==> src/rtl/fft_pair_buffer.sv <==
// Buffers the first half of a frame, then presents (x[n], x[n+HALF_LEN]) pairs to a
// sum/diff butterfly, each pair held two cycles (sum phase, then diff phase).
module fft_pair_buffer #(
    parameter int DATA_FFT_SIZE = 16,
    parameter int HALF_LEN      = 8
) (
    input  logic                     i_clk,
    input  logic                     i_reset,
    input  logic                     i_valid,
    output logic                     o_ready,
    input  logic [DATA_FFT_SIZE-1:0] i_data_i,
    input  logic [DATA_FFT_SIZE-1:0] i_data_q,
    output logic                     o_en,
    output logic                     o_phase,
    output logic [DATA_FFT_SIZE-1:0] o_data_in0_i,
    output logic [DATA_FFT_SIZE-1:0] o_data_in0_q,
    output logic [DATA_FFT_SIZE-1:0] o_data_in1_i,
    output logic [DATA_FFT_SIZE-1:0] o_data_in1_q,
    output logic                     o_last
);
    localparam int CW = (HALF_LEN > 1) ? $clog2(HALF_LEN) : 1;
    localparam logic [CW-1:0] LAST_IDX = CW'(HALF_LEN - 1);

    typedef enum logic [1:0] {FILL, PAIR, HOLD} state_t;

    state_t                   r_state, w_state_nxt;
    logic [CW-1:0]            r_cnt, w_cnt_nxt;
    logic [DATA_FFT_SIZE-1:0] r_buf_i [HALF_LEN];
    logic [DATA_FFT_SIZE-1:0] r_buf_q [HALF_LEN];
    logic                     w_accept;

    assign o_ready  = !i_reset && (r_state != HOLD);
    assign w_accept = i_valid && o_ready;

    always_ff @(posedge i_clk or posedge i_reset) begin
        if (i_reset) begin
            r_state <= FILL;
            r_cnt   <= '0;
        end else begin
            r_state <= w_state_nxt;
            r_cnt   <= w_cnt_nxt;
        end
    end

    always_comb begin
        w_state_nxt = r_state;
        w_cnt_nxt   = r_cnt;
        case (r_state)
            FILL: if (w_accept) begin
                w_cnt_nxt = r_cnt + 1'b1;
                if (r_cnt == LAST_IDX) begin
                    w_cnt_nxt   = '0;
                    w_state_nxt = PAIR;
                end
            end
            PAIR: if (w_accept) w_state_nxt = HOLD;
            HOLD: begin
                // o_last already reflects the pair being held, so it decides the frame end.
                if (o_last) begin
                    w_cnt_nxt   = '0;
                    w_state_nxt = FILL;
                end else begin
                    w_cnt_nxt   = r_cnt + 1'b1;
                    w_state_nxt = PAIR;
                end
            end
            default: begin
                w_cnt_nxt   = '0;
                w_state_nxt = FILL;
            end
        endcase
    end

    // No reset on the sample store; stale contents are never presented.
    always_ff @(posedge i_clk) begin
        if (w_accept && r_state == FILL) begin
            r_buf_i[r_cnt] <= i_data_i;
            r_buf_q[r_cnt] <= i_data_q;
        end
    end

    always_ff @(posedge i_clk or posedge i_reset) begin
        if (i_reset) begin
            o_en         <= 1'b0;
            o_phase      <= 1'b0;
            o_last       <= 1'b0;
            o_data_in0_i <= '0;
            o_data_in0_q <= '0;
            o_data_in1_i <= '0;
            o_data_in1_q <= '0;
        end else begin
            case (r_state)
                PAIR: begin
                    if (w_accept) begin
                        o_data_in0_i <= r_buf_i[r_cnt];
                        o_data_in0_q <= r_buf_q[r_cnt];
                        o_data_in1_i <= i_data_i;
                        o_data_in1_q <= i_data_q;
                        o_en         <= 1'b1;
                        o_phase      <= 1'b0;
                        o_last       <= (r_cnt == LAST_IDX);
                    end else begin
                        o_en <= 1'b0;
                    end
                end
                HOLD: begin
                    o_en    <= 1'b1;
                    o_phase <= 1'b1;
                end
                default: o_en <= 1'b0;
            endcase
        end
    end
endmodule

==> config.mk <==
export PLATFORM = sky130hd
export DESIGN_NAME = fft_pair_buffer
export DESIGN_NICKNAME = d
export VERILOG_FILES = /design/src/rtl/fft_pair_buffer.sv
export SDC_FILE = /design/constraint.sdc
export NUM_CORES = 1
export LEC_CHECK = 0
export ABC_AREA = 1
export CORE_ASPECT_RATIO = 0.75
export CORE_MARGIN = 2
export CORE_UTILIZATION = 35
export DETAILED_ROUTE_END_ITERATION = 6
export GPL_ROUTABILITY_DRIVEN = 0
export GPL_TIMING_DRIVEN = 0
export SLEW_MARGIN = 10
export SYNTH_ARGS = -nofsm -noshare
export SYNTH_HDL_FRONTEND = slang
export SYNTH_SLANG_ARGS = --single-unit
==> constraint.sdc <==
create_clock -name i_clk -period 9.8 [get_ports i_clk]
set_clock_uncertainty 0.15 [all_clocks]
set_input_delay 1.47 -clock i_clk [delete_from_list [all_inputs] [get_ports i_clk]]
set_output_delay 1.47 -clock i_clk [all_outputs]
set_load 0.02 [all_outputs]
==> impl_metrics.env <==
export IMPL_status="completed"
export IMPL_seq_area_frac_synth=0.706
export IMPL_synth_top_area_frac=0.572
export IMPL_synth_area_leaders="edfxtp_1, nand2_1, dfrtp_1, buf_2, buf_6"
export IMPL_dpl_cell_area_um2=15500
export IMPL_vias=9303
export IMPL_fp_dieW_um=230
export IMPL_setup_tns_ns=0
export IMPL_wl_met1_um=16200
export IMPL_cp_cell_sequence="clkdlybuf4s50_1 > nor2_4 > clkdlybuf4s50_1"
export IMPL_grt_pass1_wl_um=53400
export IMPL_critPathSlowestCell="clkdlybuf4s50_1"
export IMPL_clock_root_buffer="clkbuf_16"
export IMPL_cts_tree="yes"
export IMPL_crit_fanout=3
export IMPL_yosysMostFrequentCell="nand2_1"
export IMPL_ys_dominant_reg_cell="edfxtp_1"
export IMPL_power_leakage_nw=7.26
export IMPL_synth_cell_type_count=21
export IMPL_cts_path_max_buffers=3
export IMPL_dieArea_um2=40000
export IMPL_grt_max_degree=48
export IMPL_fin_crit_sh=0.446
export IMPL_detail_route_antenna_nets=0
export IMPL_clkSinkCount=328
export IMPL_synth_edff_count=256
export IMPL_worstSetupPathType="input pin to primary output"
export IMPL_htree_levels=2
export IMPL_numPortBuffers=102
export IMPL_relSlewSlack=0.346
export IMPL_fp_dieH_um=174
export IMPL_async_flop_share=0.220
export IMPL_synth_area_um2=13400
export IMPL_synth_avg_cell_area_um2=10.3
export IMPL_numCtsBuffers=34
export IMPL_hpwl_um=23800
export IMPL_nets=1534
export IMPL_seqPwrFrac=0.387
export IMPL_met3_length_um=2200
export IMPL_drt_iter0_drc=736
export IMPL_antenna_found_initial=0
export IMPL_tightest_slew_ns=0.972
export IMPL_dr_max_layer_used="met4"
export IMPL_rsz0062_at_grt="no"
export IMPL_slew_violations=0
export IMPL_slowest_delay_ns=0.61
export IMPL_clkTransAtPathRegs_ns=0.06
export IMPL_power_frac_comb=0.328
export IMPL_finalSetupViolCount=0
export IMPL_track_usage=0.175
export IMPL_synth_common_cells="nand2_1, edfxtp_1, dfrtp_1"
export IMPL_critPathCaptureType="primary output"
export IMPL_synth_largest_area_cell="edfxtp_1"
export IMPL_clk_latency_ns=0.51
export IMPL_ys_warn_count=0
export IMPL_worstHoldPathType="flop to flop"
export IMPL_hold_violations=0
export IMPL_post_cts_buffers=0
export IMPL_wl_met2_um=15700
export IMPL_coreArea_um2=38100
export IMPL_wl_per_cell_um=17.1
export IMPL_drv_cap=0
export IMPL_fin_area_um2=16600
export IMPL_required_ns=8.18
export IMPL_p_sw_frac=0.341
export IMPL_cp_arrival_ns=2.75
export IMPL_synth_cells=1310
export IMPL_firstDrtPassIters=5
export IMPL_path_common_cell="clkdlybuf4s50_1"
export IMPL_via_per_inst=4.58
export IMPL_pwr_share_clk=0.284
export IMPL_row_count=62
export IMPL_finalWirelength_um=34600
export IMPL_grt_overflow_total=0
export IMPL_grt_pass1_vias=9029
export IMPL_power_switching_w=0.00154
export IMPL_synth_nets=1352
export IMPL_hold_buffers=0
export IMPL_post_route_drc_count=0
export IMPL_io_pins=103
export IMPL_final_fill_count=3606
export IMPL_p_per_area_nw_per_um2=272
export IMPL_area_delta_synth_final_pct=23.5
export IMPL_initial_utilization=0.353
export IMPL_intPower_w=0.00298
export IMPL_max_freq_mhz=229
export IMPL_ys_seq_elements=328
export IMPL_ctsResizeCount=0
export IMPL_fin_crit_ns=4.37
export IMPL_vdd_drop_max_mv=0.132
export IMPL_layout_drive_gt1_share=0.105
export IMPL_start_kind="input pin"
[worst max-delay path, delay by kind of cell]
| kind | cells | cell delay (ns) |
|---|---|---|
| buffers and inverters | 2 | 1.11 |
| AND/OR/NAND/NOR | 1 | 0.17 |
[metal layers]
layer,global-route usage,vias up
li1,-,4569
met1,0.252,4436
met2,0.276,258
met3,0.0344,40
met4,0.0379,0
met5,0,-
[flip-flops by register name, indices dropped and copies added, names as in the netlist, 2 cells and up]
name and count:
r_buf_q 128, o_data_in0_i 16, r_cnt 3, r_buf_i 128, r_state 2, o_data_in1_i 16, o_data_in1_q 16, o_data_in0_q 16
[cell type report]
| class | instances | area, um2 | share of cell area |
|---|---|---|---|
| inverter | 11 | 46.3 | 0.00279 |
| antenna | 1 | 2.50 | 0.000151 |
| clock inverter | 11 | 128 | 0.00768 |
| tap | 512 | 641 | 0.0386 |
| buffer | 65 | 397 | 0.0239 |
| sequential | 328 | 9490 | 0.571 |
| multi-input combinational | 906 | 3570 | 0.215 |
| clock buffer | 50 | 962 | 0.0579 |
| timing repair buffer | 146 | 1380 | 0.0828 |
[path summary, 6_finish.rpt]
check / startpoint / endpoint / slack [ns] / depth (start not counted)
min in group asynchronous: i_reset / o_data_in1_q[3]$_DFFE_PP0P_ / 1.23 / 2
worst min-delay path: o_data_in1_q[10]$_DFFE_PP0P_ / o_data_in1_q[10]$_DFFE_PP0P_ / 0.32 / 2
max in group asynchronous: i_reset / o_data_in0_q[0]$_DFFE_PP0P_ / 7.67 / 3
worst min register to register: o_data_in1_q[10]$_DFFE_PP0P_ / o_data_in1_q[10]$_DFFE_PP0P_ / 0.32 / 2
worst max register to register: r_state[0]$_DFFE_PP0P_ / r_buf_q[5][11]$_DFFE_PP_ / 6.60 / 8
worst max-delay path: i_reset / o_ready / 5.43 / 3
[logic make-up after synthesis]
family,Yosys count,share of synthesized area
buf+inv,76,0.0328
flops,328,0.706
fa+ha+maj,7,0.00651
compound gates,11,0.00428
simple gates,888,0.251
[cells in the final DEF (no fill, tap or decap), types with 2 or more instances in the layout]
| cell type | instances |
|---|---|
| inv_2 | 3 |
| nor4_2 | 8 |
| buf_2 | 38 |
| clkbuf_8 | 3 |
| clkinv_1 | 5 |
| nand2_1 | 871 |
| a21oi_1 | 2 |
| inv_4 | 2 |
| inv_1 | 6 |
| clkbuf_16 | 35 |
| clkdlybuf4s50_1 | 102 |
| clkinv_2 | 2 |
| o21ai_0 | 8 |
| buf_6 | 13 |
| edfxtp_1 | 256 |
| dfrtp_1 | 72 |
| ha_1 | 7 |
| bufinv_16 | 3 |
| buf_4 | 46 |
| nand3_1 | 4 |
| clkbuf_1 | 23 |
[stage by stage]
| stage | std cells | power, W | utilization | setup WS, ns | hold WS (ns) |
|---|---|---|---|---|---|
| final | 2030 | 0.00452 | 0.436 | 5.43 | 0.318 |
| after global routing | 2029 | 0.00480 | 0.436 | 5.39 | 0.353 |
| after CTS | 2029 | 0.00457 | 0.436 | 5.42 | 0.323 |
| after detailed placement | 1968 | 0.00327 | 0.407 | 5.29 | 0.309 |
| after global placement | 1924 | 0.00325 | 0.397 | 0.394 | 0.303 |
| after floorplan | 1310 | 0.00267 | - | 4.16 | 0.381 |
[power groups by stage]
stage / combinational, W / clock [W] / sequential (W)
CTS: 0.00150 / 0.00131 / 0.00175
detailed placement: 0.00149 / 0 / 0.00178
finish: 0.00148 / 0.00129 / 0.00175
global route: 0.00166 / 0.00137 / 0.00177
floorplan: 0.000738 / 0 / 0.00193
global placement: 0.00146 / 0 / 0.00178
Power figures use the tool's default switching activity.
==> patch: new RTL, same settings <==
Reset style: synchronous (`i_reset`), changed in 2 clocked blocks.
--- a/src/rtl/fft_pair_buffer.sv
+++ b/src/rtl/fft_pair_buffer.sv
@@ -32,7 +32,7 @@
     assign o_ready  = !i_reset && (r_state != HOLD);
     assign w_accept = i_valid && o_ready;
 
-    always_ff @(posedge i_clk or posedge i_reset) begin
+    always_ff @(posedge i_clk) begin
         if (i_reset) begin
             r_state <= FILL;
             r_cnt   <= '0;
@@ -79,7 +79,7 @@
         end
     end
 
-    always_ff @(posedge i_clk or posedge i_reset) begin
+    always_ff @(posedge i_clk) begin
         if (i_reset) begin
             o_en         <= 1'b0;
             o_phase      <= 1'b0;
Formal check against the unedited RTL: differs if i_reset is asserted again (counterexample within 10 cycles, from zero or initial values and one cycle with i_reset high); with i_reset held inactive, the same outputs for 10 cycles.
==> patch against the original RTL <==
- sequential cell count is the same
- synthesized cell count grew 1.1%
- worst setup slack lost 100 ps
- area after synthesis shrank 0.56%
- count of clock-buffer cells in the layout shrank 1
- design area shrank 1.3%
- wire length grew 2.8%
- die area shrank 0.55%
Power is not compared: it rests on default switching activity, and its combinational part moved more than twofold at a synthesized area within 25%.
==> patch: results (changes against the original RTL) <==
Relative slew margins=41.61% (was 34.64%); Hold Path Stages=2 (unchanged); Crit Path Max Fanout=4 (was 3); first-pass GRT wire length=53710 microns (was 53390 microns); ys flop type=edfxtp_1 (unchanged); met1 wire length=15800 microns (was 16150 microns); synth cell count leaders=nand2_1, edfxtp_1, inv_1 (was nand2_1, edfxtp_1, dfrtp_1); Post-Syn Instances=1325 (was 1310); CTS Buf Count=34 (unchanged); overall routing resource usage=18.01% (was 17.52%); Async SR Flop Fraction=0% (was 21.95%); Nets=1513 (was 1534); vias in the first global route=9091 (was 9029); number of port buffers=102 (unchanged); DR WL met2=15950 microns (was 15750 microns); Logic pwr share=6.2%; Post-CTS Setup Repair Bufs=0 (unchanged); dpl ws=5304 ps (was 5285 ps); hold wc startpoint=o_data_in1_i[10] (was o_data_in1_q[10]); R2R Path End=r_buf_q[0][11] (was r_buf_q[5][11]); status=complete, no violations (unchanged); Clock Latency Late Sink=540 ps (was 510 ps); biggest regs=r_buf_i x128, r_buf_q x128 (unchanged); EDFF count, synth=256 (unchanged); slowest stage delay, CP=650 ps (was 610 ps); GRT met2 Usage=28.50% (was 27.56%); M1 GR Usage=24.20% (was 25.22%); H-tree depth=2 (unchanged); DR top layer=met4 (unchanged); Root Driver=clkbuf_16 (unchanged); TritonRoute pass-1 iters=5 (unchanged); main area contributors after synthesis=edfxtp_1, dfxtp_1, nand2_1, inv_1, nand3_1 (was edfxtp_1, nand2_1, dfrtp_1, buf_2, buf_6); Fillers=3508 (was 3606); initial antenna violation count=1 (was 0); slowest cell on the critical path=clkdlybuf4s50_1 (unchanged); final wirelength=35590 microns (was 34630 microns); Post-Syn Nets=1367 (was 1352); wire length on met3=2608 microns (was 2199 microns); yosys warns=0 (unchanged); sequential area share after synthesis=68.26% (was 70.56%); R2R setup slack=6830 ps (was 6600 ps); drt first-iter violations=867 (was 736); WHS Endpoint=o_data_in1_i[10] (was o_data_in1_q[10]); routed vias/inst=4.647 (was 4.583); met3 usage=4.030% (was 3.438%); post-DR wirelength/cell=17.79 microns (was 17.06 microns); Reg clk slew, reported paths=60 ps (about the same); Worst Path Arrival=2850 ps (was 2750 ps); CTS resizes=0 (unchanged); post-DP HPWL=23290 microns (was 23830 microns); Worst R2R Start=r_state[0] (unchanged); sw frac=22.37%; placed cells=1939 (was 1968); largest net degree at the start of global routing=25 (was 48); Hold Crit Class=reg2reg (unchanged); layout cell share with drive strength beyond 1=8.824% (was 10.48%)
[patch: cell types whose count changed after synthesis, sizes merged, moves of 34 or more]
cell,unedited run,this run
a21oi,2,36
dfrtp,72,0
dfxtp,0,72
inv,11,220
nand2,872,337
nand3,4,136
nor2,3,129
o21ai,8,45
[patch: kinds of logic after synthesis]
| kind of cell | count (synthesis) | synth area share [%] |
|---|---|---|
| compound gates | 83 | 3.144 |
| fa+ha+maj | 7 | 0.6549 |
| buf+inv | 280 | 8.421 |
| flops | 328 | 68.26 |
| simple gates | 627 | 19.52 |
[patch: cell type report]
cell class,instances,share of cell area (%)
clock buffer,49,5.849
timing repair buffer,110,7.437
sequential,328,55.71
inverter,220,5.039
antenna,1,0.01527
clock inverter,12,0.8781
buffer,60,1.832
multi-input combinational,717,19.39
tap,504,3.848
[patch: worst max-delay path by stage]
| stage | startpoint | endpoint | slack, ps | cells after the start |
|---|---|---|---|---|
| finish | i_reset | o_ready | 5330 | 3 |
| global placement | i_reset | r_buf_i[0][15] | 3710 | 6 |
| floorplan | i_reset | r_buf_i[0][0] | 5880 | 5 |
| global route | i_reset | o_ready | 5290 | 3 |
| detailed placement | i_reset | o_ready | 5300 | 3 |
| CTS | i_reset | o_ready | 5300 | 3 |
[patch: through the flow]
| stage | cell area [sq um] | hold WS, ps | total power, mW | utilization, % |
|---|---|---|---|---|
| after floorplan | 13370 | 322.3 | 1.646 | - |
| after global placement | 15020 | 301.3 | 1.730 | 40.17 |
| after detailed placement | 15280 | 307.3 | 1.739 | 40.86 |
| after CTS | 16380 | 317.0 | 3.030 | 43.81 |
| after global routing | 16380 | 338.9 | 3.104 | 43.81 |
| final | 16390 | 314.8 | 3.008 | 43.82 |
[patch: critical path: cells and delay by family]
family | cells | cell delay, ps
buf+inv | 2 | 1150
simple gates | 1 | 240
